### src/rtl/hmc960_pkg.sv
// Shared definitions for the HMC960 configuration sequencer: frame field
// positions, table entry layout, FSM state encodings and the frame builder.
package hmc960_pkg;

    localparam logic [2:0] CHIP_ADDR_DEF = 3'b110;

    // Frame field positions (frame is shifted out MSB first by the engine)
    localparam int DATA_MSB = 31;
    localparam int ADDR_LSB = 3;
    localparam int CHIP_LSB = 0;
    localparam int ADDR_W   = 5;
    localparam int DATA_W   = 24;
    localparam int DATA_LSB = ADDR_LSB + ADDR_W;

    // Table entry layout: {reg_addr[4:0], reg_data[23:0]}
    localparam int ENTRY_W  = ADDR_W + DATA_W;

    // Sequencer states (plain constants so older flows can reuse the encoding)
    localparam logic [2:0] ST_IDLE     = 3'd0;
    localparam logic [2:0] ST_LOAD     = 3'd1;
    localparam logic [2:0] ST_REQ      = 3'd2;
    localparam logic [2:0] ST_WAIT_END = 3'd3;
    localparam logic [2:0] ST_GAP      = 3'd4;
    localparam logic [2:0] ST_FINISH   = 3'd5;
    localparam logic [2:0] ST_ERR      = 3'd6;

    // Build the 32-bit HMC960 frame {reg_data, reg_addr, chip_addr}
    function automatic logic [31:0] build_frame(input logic [ENTRY_W-1:0] entry,
                                                input logic [2:0]         chip);
        logic [31:0] frame;
        frame = 32'h0000_0000;
        frame[DATA_MSB:DATA_LSB]     = entry[DATA_W-1:0];
        frame[DATA_LSB-1:ADDR_LSB]   = entry[ENTRY_W-1:DATA_W];
        frame[CHIP_LSB+2:CHIP_LSB]   = chip;
        return frame;
    endfunction

endpackage

### src/rtl/hmc960_cfg_seq_if.sv
// Link between the configuration sequencer and the HMC960 serial engine.
// The sequencer is the master: it owns the frame and the transfer request,
// the engine reports transfer progress on its chip-select line.
interface hmc960_spi_if;

    logic [31:0] spi_tx_data;
    logic        spi_xfer_begin;
    logic        spi_cs;

    modport master (
        output spi_tx_data,
        output spi_xfer_begin,
        input  spi_cs
    );

    modport slave (
        input  spi_tx_data,
        input  spi_xfer_begin,
        output spi_cs
    );

endinterface

### src/rtl/hmc960_cfg_tbl.sv
// Register-write table for the HMC960 sequencer: DEPTH entries of
// {reg_addr, reg_data}, one synchronous write port, one combinational read port.
// Contents deliberately survive reset so a host can reload only what changed.
module hmc960_cfg_tbl
    import hmc960_pkg::*;
#(
    parameter  int DEPTH = 16,
    localparam int AW    = $clog2(DEPTH)
) (
    input  logic               clk,
    input  logic               i_we,
    input  logic [AW-1:0]      i_waddr,
    input  logic [ENTRY_W-1:0] i_wdata,
    input  logic [AW-1:0]      i_raddr,
    output logic [ENTRY_W-1:0] o_rdata
);

    logic [ENTRY_W-1:0] r_mem [DEPTH];

    // Host write port; no reset so the table is retained across resets
    always_ff @(posedge clk) begin
        if (i_we) begin
            r_mem[i_waddr] <= i_wdata;
        end
    end

    assign o_rdata = r_mem[i_raddr];

endmodule

### src/rtl/hmc960_cfg_seq.sv
// HMC960 configuration sequencer. On a rising edge of start it walks the
// register table from index 0, hands each entry to the serial engine as a
// 32-bit frame and follows the engine's chip-select to see each transfer
// accepted and completed, keeping a minimum idle gap between frames.
module hmc960_cfg_seq
    import hmc960_pkg::*;
#(
    parameter  int         DEPTH      = 16,
    parameter  logic [2:0] CHIP_ADDR  = CHIP_ADDR_DEF,
    parameter  int         GAP_CYCLES = 8,
    parameter  int         TIMEOUT    = 4096,
    localparam int         AW         = $clog2(DEPTH),
    localparam int         CW         = AW + 1
) (
    input  logic               clk,
    input  logic               reset,
    input  logic               start,
    input  logic [CW-1:0]      num_words,
    input  logic               tbl_we,
    input  logic [AW-1:0]      tbl_addr,
    input  logic [ENTRY_W-1:0] tbl_wdata,
    hmc960_spi_if.master       spi,
    output logic               busy,
    output logic               done,
    output logic               error,
    output logic [CW-1:0]      words_sent
);

    localparam logic [CW-1:0] DEPTH_C  = CW'(DEPTH);
    localparam logic [CW-1:0] ONE_C    = CW'(1);
    localparam logic [CW-1:0] ZERO_C   = CW'(0);
    localparam logic [15:0]   TMO_LAST = 16'(TIMEOUT - 1);
    localparam logic [15:0]   GAP_LAST = 16'(GAP_CYCLES - 1);

    logic [2:0]         r_state;
    logic               r_start_q;
    logic               r_cs_meta;
    logic               r_cs_sync;
    logic [CW-1:0]      r_n;
    logic [CW-1:0]      r_idx;
    logic [15:0]        r_cnt;
    logic [31:0]        r_tx_data;
    logic               r_xfer;
    logic               r_busy;
    logic               r_done;
    logic               r_error;
    logic [CW-1:0]      r_words;

    logic               w_start_edge;
    logic [CW-1:0]      w_n_clamped;
    logic               w_tbl_we;
    logic [ENTRY_W-1:0] w_rd_entry;

    // Table is frozen for the whole sequence; only an idle sequencer accepts writes
    assign w_tbl_we     = tbl_we & (r_state == ST_IDLE);
    assign w_start_edge = start & ~r_start_q;
    assign w_n_clamped  = (num_words > DEPTH_C) ? DEPTH_C : num_words;

    hmc960_cfg_tbl #(
        .DEPTH (DEPTH)
    ) u_tbl (
        .clk     (clk),
        .i_we    (w_tbl_we),
        .i_waddr (tbl_addr),
        .i_wdata (tbl_wdata),
        .i_raddr (r_idx[AW-1:0]),
        .o_rdata (w_rd_entry)
    );

    // Delayed copy of start for rising-edge detection
    always_ff @(posedge clk) begin
        if (reset) begin
            r_start_q <= 1'b0;
        end else begin
            r_start_q <= start;
        end
    end

    // Two-flop synchronizer for the engine chip-select (idle level is high)
    always_ff @(posedge clk) begin
        if (reset) begin
            r_cs_meta <= 1'b1;
            r_cs_sync <= 1'b1;
        end else begin
            r_cs_meta <= spi.spi_cs;
            r_cs_sync <= r_cs_meta;
        end
    end

    // Sequencer FSM with shared wait/gap counter and all registered outputs
    always_ff @(posedge clk) begin
        if (reset) begin
            r_state   <= ST_IDLE;
            r_n       <= ZERO_C;
            r_idx     <= ZERO_C;
            r_cnt     <= 16'h0000;
            r_tx_data <= 32'h0000_0000;
            r_xfer    <= 1'b0;
            r_busy    <= 1'b0;
            r_done    <= 1'b0;
            r_error   <= 1'b0;
            r_words   <= ZERO_C;
        end else begin
            r_done <= 1'b0;
            case (r_state)
                ST_IDLE: begin
                    if (w_start_edge) begin
                        r_n     <= w_n_clamped;
                        r_idx   <= ZERO_C;
                        r_words <= ZERO_C;
                        r_error <= 1'b0;
                        r_busy  <= 1'b1;
                        r_cnt   <= 16'h0000;
                        r_state <= (w_n_clamped == ZERO_C) ? ST_FINISH : ST_LOAD;
                    end
                end
                ST_LOAD: begin
                    // Request stays low this cycle so the engine sees a clean rising edge
                    r_tx_data <= build_frame(w_rd_entry, CHIP_ADDR);
                    r_xfer    <= 1'b1;
                    r_cnt     <= 16'h0000;
                    r_state   <= ST_REQ;
                end
                ST_REQ: begin
                    if (!r_cs_sync) begin
                        r_cnt   <= 16'h0000;
                        r_state <= ST_WAIT_END;
                    end else if (r_cnt == TMO_LAST) begin
                        r_xfer  <= 1'b0;
                        r_cnt   <= 16'h0000;
                        r_state <= ST_ERR;
                    end else begin
                        r_cnt <= r_cnt + 16'h0001;
                    end
                end
                ST_WAIT_END: begin
                    // Request is held high: the engine only reacts to its edges
                    if (r_cs_sync) begin
                        r_xfer  <= 1'b0;
                        r_words <= r_words + ONE_C;
                        r_idx   <= r_idx + ONE_C;
                        r_cnt   <= 16'h0000;
                        r_state <= ST_GAP;
                    end else if (r_cnt == TMO_LAST) begin
                        r_xfer  <= 1'b0;
                        r_cnt   <= 16'h0000;
                        r_state <= ST_ERR;
                    end else begin
                        r_cnt <= r_cnt + 16'h0001;
                    end
                end
                ST_GAP: begin
                    if (r_cnt == GAP_LAST) begin
                        r_cnt   <= 16'h0000;
                        r_state <= (r_idx < r_n) ? ST_LOAD : ST_FINISH;
                    end else begin
                        r_cnt <= r_cnt + 16'h0001;
                    end
                end
                ST_FINISH: begin
                    r_done  <= 1'b1;
                    r_busy  <= 1'b0;
                    r_cnt   <= 16'h0000;
                    r_state <= ST_IDLE;
                end
                ST_ERR: begin
                    r_xfer  <= 1'b0;
                    r_busy  <= 1'b0;
                    r_error <= 1'b1;
                    r_cnt   <= 16'h0000;
                    r_state <= ST_IDLE;
                end
                default: begin
                    r_xfer  <= 1'b0;
                    r_busy  <= 1'b0;
                    r_cnt   <= 16'h0000;
                    r_state <= ST_IDLE;
                end
            endcase
        end
    end

    assign spi.spi_tx_data    = r_tx_data;
    assign spi.spi_xfer_begin = r_xfer;
    assign busy               = r_busy;
    assign done               = r_done;
    assign error              = r_error;
    assign words_sent         = r_words;

endmodule
### src/flat_wrapper.sv
// flat-port wrapper written by rule: the top's interface ports become plain ports
module hmc960_cfg_seq_flat import hmc960_pkg::*;
#(
    parameter  int         DEPTH      = 16,
    parameter  logic [2:0] CHIP_ADDR  = CHIP_ADDR_DEF,
    parameter  int         GAP_CYCLES = 8,
    parameter  int         TIMEOUT    = 4096,
    localparam int         AW         = $clog2(DEPTH),
    localparam int         CW         = AW + 1
)
  (clk, reset, start, num_words, tbl_we, tbl_addr, tbl_wdata, busy, done, error, words_sent, spi_spi_tx_data, spi_spi_xfer_begin, spi_spi_cs);
  hmc960_spi_if spi_i ();
  input  logic clk;
  input  logic reset;
  input  logic start;
  input  logic [CW-1:0] num_words;
  input  logic tbl_we;
  input  logic [AW-1:0] tbl_addr;
  input  logic [ENTRY_W-1:0] tbl_wdata;
  output logic busy;
  output logic done;
  output logic error;
  output logic [CW-1:0] words_sent;
  output wire logic [$bits(spi_i.spi_tx_data)-1:0] spi_spi_tx_data;
  output wire logic [$bits(spi_i.spi_xfer_begin)-1:0] spi_spi_xfer_begin;
  input wire logic [$bits(spi_i.spi_cs)-1:0] spi_spi_cs;
  assign spi_spi_tx_data = spi_i.spi_tx_data;
  assign spi_spi_xfer_begin = spi_i.spi_xfer_begin;
  assign spi_i.spi_cs = spi_spi_cs;
  hmc960_cfg_seq #(.DEPTH(DEPTH), .CHIP_ADDR(CHIP_ADDR), .GAP_CYCLES(GAP_CYCLES), .TIMEOUT(TIMEOUT)) u_core (.clk(clk), .reset(reset), .start(start), .num_words(num_words), .tbl_we(tbl_we), .tbl_addr(tbl_addr), .tbl_wdata(tbl_wdata), .spi(spi_i), .busy(busy), .done(done), .error(error), .words_sent(words_sent));
endmodule
### config.mk
export PLATFORM = sky130hd
export DESIGN_NAME = hmc960_cfg_seq_flat
export DESIGN_NICKNAME = d
export VERILOG_FILES = /design/src/rtl/hmc960_pkg.sv /design/src/rtl/hmc960_cfg_seq_if.sv /design/src/rtl/hmc960_cfg_tbl.sv /design/src/rtl/hmc960_cfg_seq.sv /design/src/flat_wrapper.sv
export SDC_FILE = /design/constraint.sdc
export NUM_CORES = 1
export LEC_CHECK = 0
export CORE_ASPECT_RATIO = 1.75
export CORE_MARGIN = 1.5
export CORE_UTILIZATION = 60
export CTS_BUF_LIST = sky130_fd_sc_hd__clkbuf_4
export DETAILED_ROUTE_END_ITERATION = 7
export PLACE_DENSITY = 0.79
export RECOVER_POWER = 100
export REMOVE_ABC_BUFFERS = 1
export SLEW_MARGIN = 40
export SYNTH_ARGS = -nofsm -noshare
export SYNTH_HDL_FRONTEND = slang
export SYNTH_HIERARCHICAL = 1
export SYNTH_SLANG_ARGS = --single-unit
### constraint.sdc
create_clock -name clk -period 5.04 [get_ports clk]
set_clock_uncertainty 0.05 [all_clocks]
set_input_delay 1.26 -clock clk [delete_from_list [all_inputs] [get_ports clk]]
set_output_delay 1.26 -clock clk [all_outputs]
set_load 0.01 [all_outputs]
## Yosys cells after proc, flatten, opt, wreduce, memory -nomap -nowiden

Memory sizes are Yosys's and may differ from the RTL's. A register that Yosys moved wholly into a read port is not among the register bits.
Index checks and enable logic that the tools add are counted.

- Word-level logic and storage cells: 79
- Bits in writable memories: 464
- Input bits: 43
- Memories: 1
- Bits in registers: 72
- Output and inout bits: 41

Memory list:

| memory | depth | width | rd ports | clocked after Yosys merged registers in | wr ports | line | RTL |
|---|---|---|---|---|---|---|---|
| u_core.u_tbl.r_mem | 16 | 29 | 1 | 1 | 1 | hmc960_cfg_tbl.sv:18 | `logic [ENTRY_W-1:0] r_mem [DEPTH];` |

- Bitwise gates (word level): 5
- $lt $le $gt $ge: 2
- Eq/ne operators: 12
- Muxes and demuxes: 31
- Reduce and logical (&&, ||, !) cells: 12
- $add $sub $neg: 3

Operators by type and width:

| kind | number |
|---|---|
| 16-bit 2-to-1 mux | 5 |
| 16-bit one-hot mux with 4 select lines | 1 |
| 3-bit 2-to-1 mux | 7 |
| 5-bit 2-to-1 mux | 4 |
| 5-bit one-hot mux with 2 select lines | 2 |
| 16-bit by 1-bit adder with 16-bit output, second input constant | 1 |
| 16-bit by 12-bit equality test with 1-bit output, second input constant | 1 |
| 16-bit by 3-bit equality test with 1-bit output, second input constant | 1 |
| 3-bit one-hot mux with 5 select lines | 1 |
| 5-bit by 1-bit adder with 5-bit output, second input constant | 2 |
| 2-bit AND reduction | 5 |
| 3-bit equality test, second input constant | 3 |
| 1-bit 2-to-1 mux | 8 |
| 2-bit by 1-bit inequality test with 1-bit output, second input constant | 4 |
| 3-bit by 2-bit equality test with 1-bit output, second input constant | 2 |
| 5-bit > comparator, second input constant | 1 |
| 5-bit logical NOT | 1 |
| 5-bit < comparator | 1 |
| 1-bit one-hot mux with 2 select lines | 2 |
| 1-bit one-hot mux with 4 select lines | 1 |
| 2-bit nonzero test | 2 |
| 4-bit OR reduction | 1 |
| 3-bit by 1-bit equality test with 1-bit output, second input constant | 1 |
| 3-bit logical NOT | 1 |
| 4 further kinds | 7 |

## Longest topological paths before layout

- Depth in word-level cells: 6
- Gate-level depth with buffers: 8

## Hierarchy

Netlist, hierarchy kept.

Modules (own cells, without submodules):

| module | instances | area each (µm²) | cells an instance |
|---|---|---|---|
| hmc960_cfg_tbl | 1 | 17,451.7 | 732 |
| hmc960_cfg_seq | 1 | 3,045.4 | 370 |

## Least setup slack after synthesis

OpenSTA, ideal clock, no wires.

- Path type: input-to-reg
- Start point: in tbl_we
- End point: mem u_core/u_tbl/r_mem[0][0] (netlist name) (enable)
- Required time: 4.538 ns
- Stages: 3
- Slack: 0.623 ns
- Data arrival time: 3.916 ns
- Path through: and2_1 > or3b_2 > nor3_1

- Word-level cells in the longest chain between the ends: 3

RTL lines:

| element | line | RTL |
|---|---|---|
| start: declaration | flat_wrapper.sv:17 | `input logic tbl_we;` |
| 1-bit bitwise AND | hmc960_cfg_seq.sv:55 | `assign w_tbl_we = tbl_we & (r_state == ST_IDLE);` |
| 1-bit 2-to-1 mux | hmc960_cfg_tbl.sv:22 | `if (i_we) begin` |
| 1-bit 2-to-1 mux (not written as such) | hmc960_cfg_tbl.sv:23 | `r_mem[i_waddr] <= i_wdata;` |
| end: declaration | hmc960_cfg_tbl.sv:18 |  |

No other way between the ends.

## Final worst setup path

- Start point: in tbl_we
- End point: mem u_core/u_tbl/r_mem[6][19] (netlist name) (enable)

- Word-level cells in the longest chain between the ends: 3

RTL lines:

| element | line | RTL |
|---|---|---|
| 1-bit bitwise AND | hmc960_cfg_seq.sv:55 |  |
| named net u_core.w_tbl_we | hmc960_cfg_seq.sv:51 | `logic w_tbl_we;` |
| 1-bit 2-to-1 mux | hmc960_cfg_tbl.sv:22 |  |
| 1-bit 2-to-1 mux (not written as such) | hmc960_cfg_tbl.sv:23 |  |

The timed path passes the listed nets, and every way through them passes these cells.

==> flow_summary.ini <==
[sta]
slew_headroom_pct = -49.9
timing.setup.tns_ps = 0
setup_viol = 0
holdWs_ps = 362
rsz0062_at_grt = no
hold_viol = 0
period_minus_slack_ps = 3990
fmax_mhz = 250
setup_ws_ps = 1050
worstMarginPinSlew_ps = 2250
finalCritPeriodShare_pct = 79.3
slew_viol_final = 258

[place]
dp_hpwl_mm = 27.4
dpl-instance-area_sq_mm = 0.0221
place.gp.congestion = 0.830
pre_cts_ws_ps = 1320
dp.cells = 1613
port-buffer-count = 82

[cells_and_area]
finish.net_count = 1329
postLayoutCellArea_sq_mm = 0.0233
n_fill_cell = 2142
multiInputGateArea_sq_mm = 0.00479
drive_above_1_share_pct = 22.5
instances_no_fill = 1829
ff_latch_area_sq_mm = 0.0154
area_growth_pct = 13.8

[yosys]
syn_area_sq_mm = 0.0205
synth_simple_gate_area_share_pct = 5.24
synth_xor_area_share_pct = 0.855
yosys.area_share.adder_pct = 0.476
synth_seq_cells = 535
postSynth.asyncResetShare_pct = 0
synth_top_area_cell = edfxtp_1
synth_mux_area_share_pct = 12.9
synth_edf_count = 464
synth_top_family_by_area = multiplexers
synth.avg_cell_area_sq_um = 18.6
ys_seq_area_share_pct = 74.9
yosys_warnings = 6
ys.flop_type = edfxtp_1
synthCells = 1102
synth_compound_area_share_pct = 3.97
synth_top_area_share_pct = 68.0
synth.area.top_cells = edfxtp_1 68%, mux4_2 12%, dfxtp_1 6.9%, a22oi_1 2.1%, nand2_1 2.0%
synth.distinct_cells = 53

[global_route]
grt_max_degree = 54
top_usage_layer = met2
grt_use_met2_pct = 47.6
grt_antenna_before_repair = 2
grt_pass1_wl_mm = 67.8
overflow = 0
use_met3_pct = 5.31
track_usage_pct = 26.7
grt_use_met1_pct = 31.6
grt_pass1_vias = 11680

[die]
die_h_um = 248
num_rows = 89
die_x_um = 143
die_area_sq_mm = 0.0353
io_pins = 84
initial_core_util_pct = 60.9
core_area_sq_mm = 0.0336

[hold_path]
whs_path_depth = 1
min_from = u_core/r_cs_meta
hold_path.class = register to register

[power]
ir_worst_vdd_mv = 0.255
p_per_area_mw_per_mm2 = 391
leakage_nw = 7.46

[routing]
wl_per_cell_um = 25.1
dr.pass1.iters = 6
finalWirelength_mm = 45.9
vias = 11347
drtIter0Drc = 1256
drc = 0
via_per_inst = 6.20
postRouteAntennaNets = 0

[clocking]
hold_buffers = 0
clk_latency_ps = 830
cts-buffers-inserted = 114
cts_tree = done
h-tree-depth = 3
clock_sink_count = 535
post_cts_buffers = 0
clk_pin_slew_ps = 70
clk_path_buf_depth = 3
cts-resized-gates = 0
cts_root_buffer = clkbuf_4

[critical_path]
startpoint_type = input pin
critPathRequiredTime_ps = 5480
rrSetupSlack_ps = 1210
r2r_start = u_core/r_state[1]
crit_path_start = tbl_we
crit_end = u_core/u_tbl/r_mem[6][19]
worstSetupPathType = input pin to register
r2r_cells = 6
worstSetupEndpointType = register
r2r_end = u_core/u_tbl/r_mem[6][19]
worstPathArrival_ps = 4430
path_max_fanout = 12

[run]
max-cap-violations = 11

[status]
violations = max-capacitance violations, max-slew violations
run_status = finished with violations
-- report_power, final --
group	total, mW	switching, mW	internal, mW
Sequential	5.09	0.105	4.98
Combinational	0.911	0.544	0.367
Clock	3.13	1.61	1.52
-- sequential cells by signal, indices dropped and copies added, names as in the netlist, 3 cells and up --
register / flops
u_core/r_idx: 5
u_core/r_state: 3
u_core/r_cnt: 16
u_core/words_sent: 5
u_core/u_tbl/r_mem: 464
u_core/r_n: 5
u_core/spi.spi_tx_data: 30
-- logic make-up after synthesis --
family | count (synthesis)
and+or+nand+nor | 231
DFF | 535
xor gates and xnor gates | 20
adders and majority gates | 8
muxes | 116
AOI/OAI and AO/OA | 122
other | 1
buffers and inverters | 69
-- cells in the final DEF (no fill, tap or decap), types with 13 or more instances in the layout --
cell type,synthesis,layout
dlygate4sd3_1,0,70
clkbuf_4,0,152
clkbuf_1,36,21
nor2_1,44,43
nor3_1,19,18
mux4_2,110,110
nand2_1,109,109
dfxtp_1,71,70
a21oi_1,44,44
edfxtp_1,464,464
xnor2_1,13,13
clkinv_1,0,40
a22oi_1,58,58
-- cell type report --
class,count,share of cell area (%)
sequential,535,65.8
multi-input combinational,498,20.5
timing repair buffer,121,4.93
antenna,2,0.0215
clock inverter,57,1.21
tap,455,2.44
inverter,9,0.145
clock buffer,152,4.89
-- Yosys cell counts (2+ instances only) --
cell type	number
edfxtp_1	464
mux4_1	6
a22oi_1	58
inv_1	9
nand3b_1	7
o21ai_0	4
nor4_1	3
mux4_2	110
a21o_1	2
clkbuf_1	36
buf_4	2
nor2b_1	7
or3_1	2
nand4_1	8
buf_2	14
or2_2	3
o22ai_1	3
nand4b_1	2
nor3_1	19
nand2_1	109
and2_1	4
xnor2_1	13
a21oi_1	44
nor4_2	2
nand3_1	6
and3_1	3
ha_1	7
nor2_1	44
xor2_1	7
nand2b_1	6
dfxtp_1	71
buf_6	6
-- per-layer routing --
metal / wire [um] / part of all wire (%)
met1: 16200 / 35
met2: 25000 / 54
met3: 3260 / 7.1
met4: 1530 / 3.3
met5: 0 / 0
-- worst min-delay path by stage --
| stage | endpoint | slack [ps] |
|---|---|---|
| after global routing | u_core/r_cs_sync | 380 |
| after detailed placement | u_core/r_cs_sync | 360 |
| after global placement | u_core/r_cs_sync | 350 |
| after CTS | u_core/r_cs_sync | 370 |
| final | u_core/r_cs_sync | 360 |
| after floorplan | u_core/r_cs_sync | 340 |
-- worst max-delay path, cell delays in order --
cell	delay, ps
dlygate4sd3_1	530
and2_0	280
nand3b_1	220
nor2_1	890
clkbuf_1	900
clkbuf_1	340
-- per-stage QoR --
stage          util, %  total power [mW]
6_report          69.4              9.13
5_1_grt           69.4              9.49
4_1_cts           69.9              9.25
3_5_place_dp      65.7              6.16
3_3_place_gp      65.3              6.09
2_1_floorplan        -              5.68
Note: power is estimated with default switching activity, not from simulation.
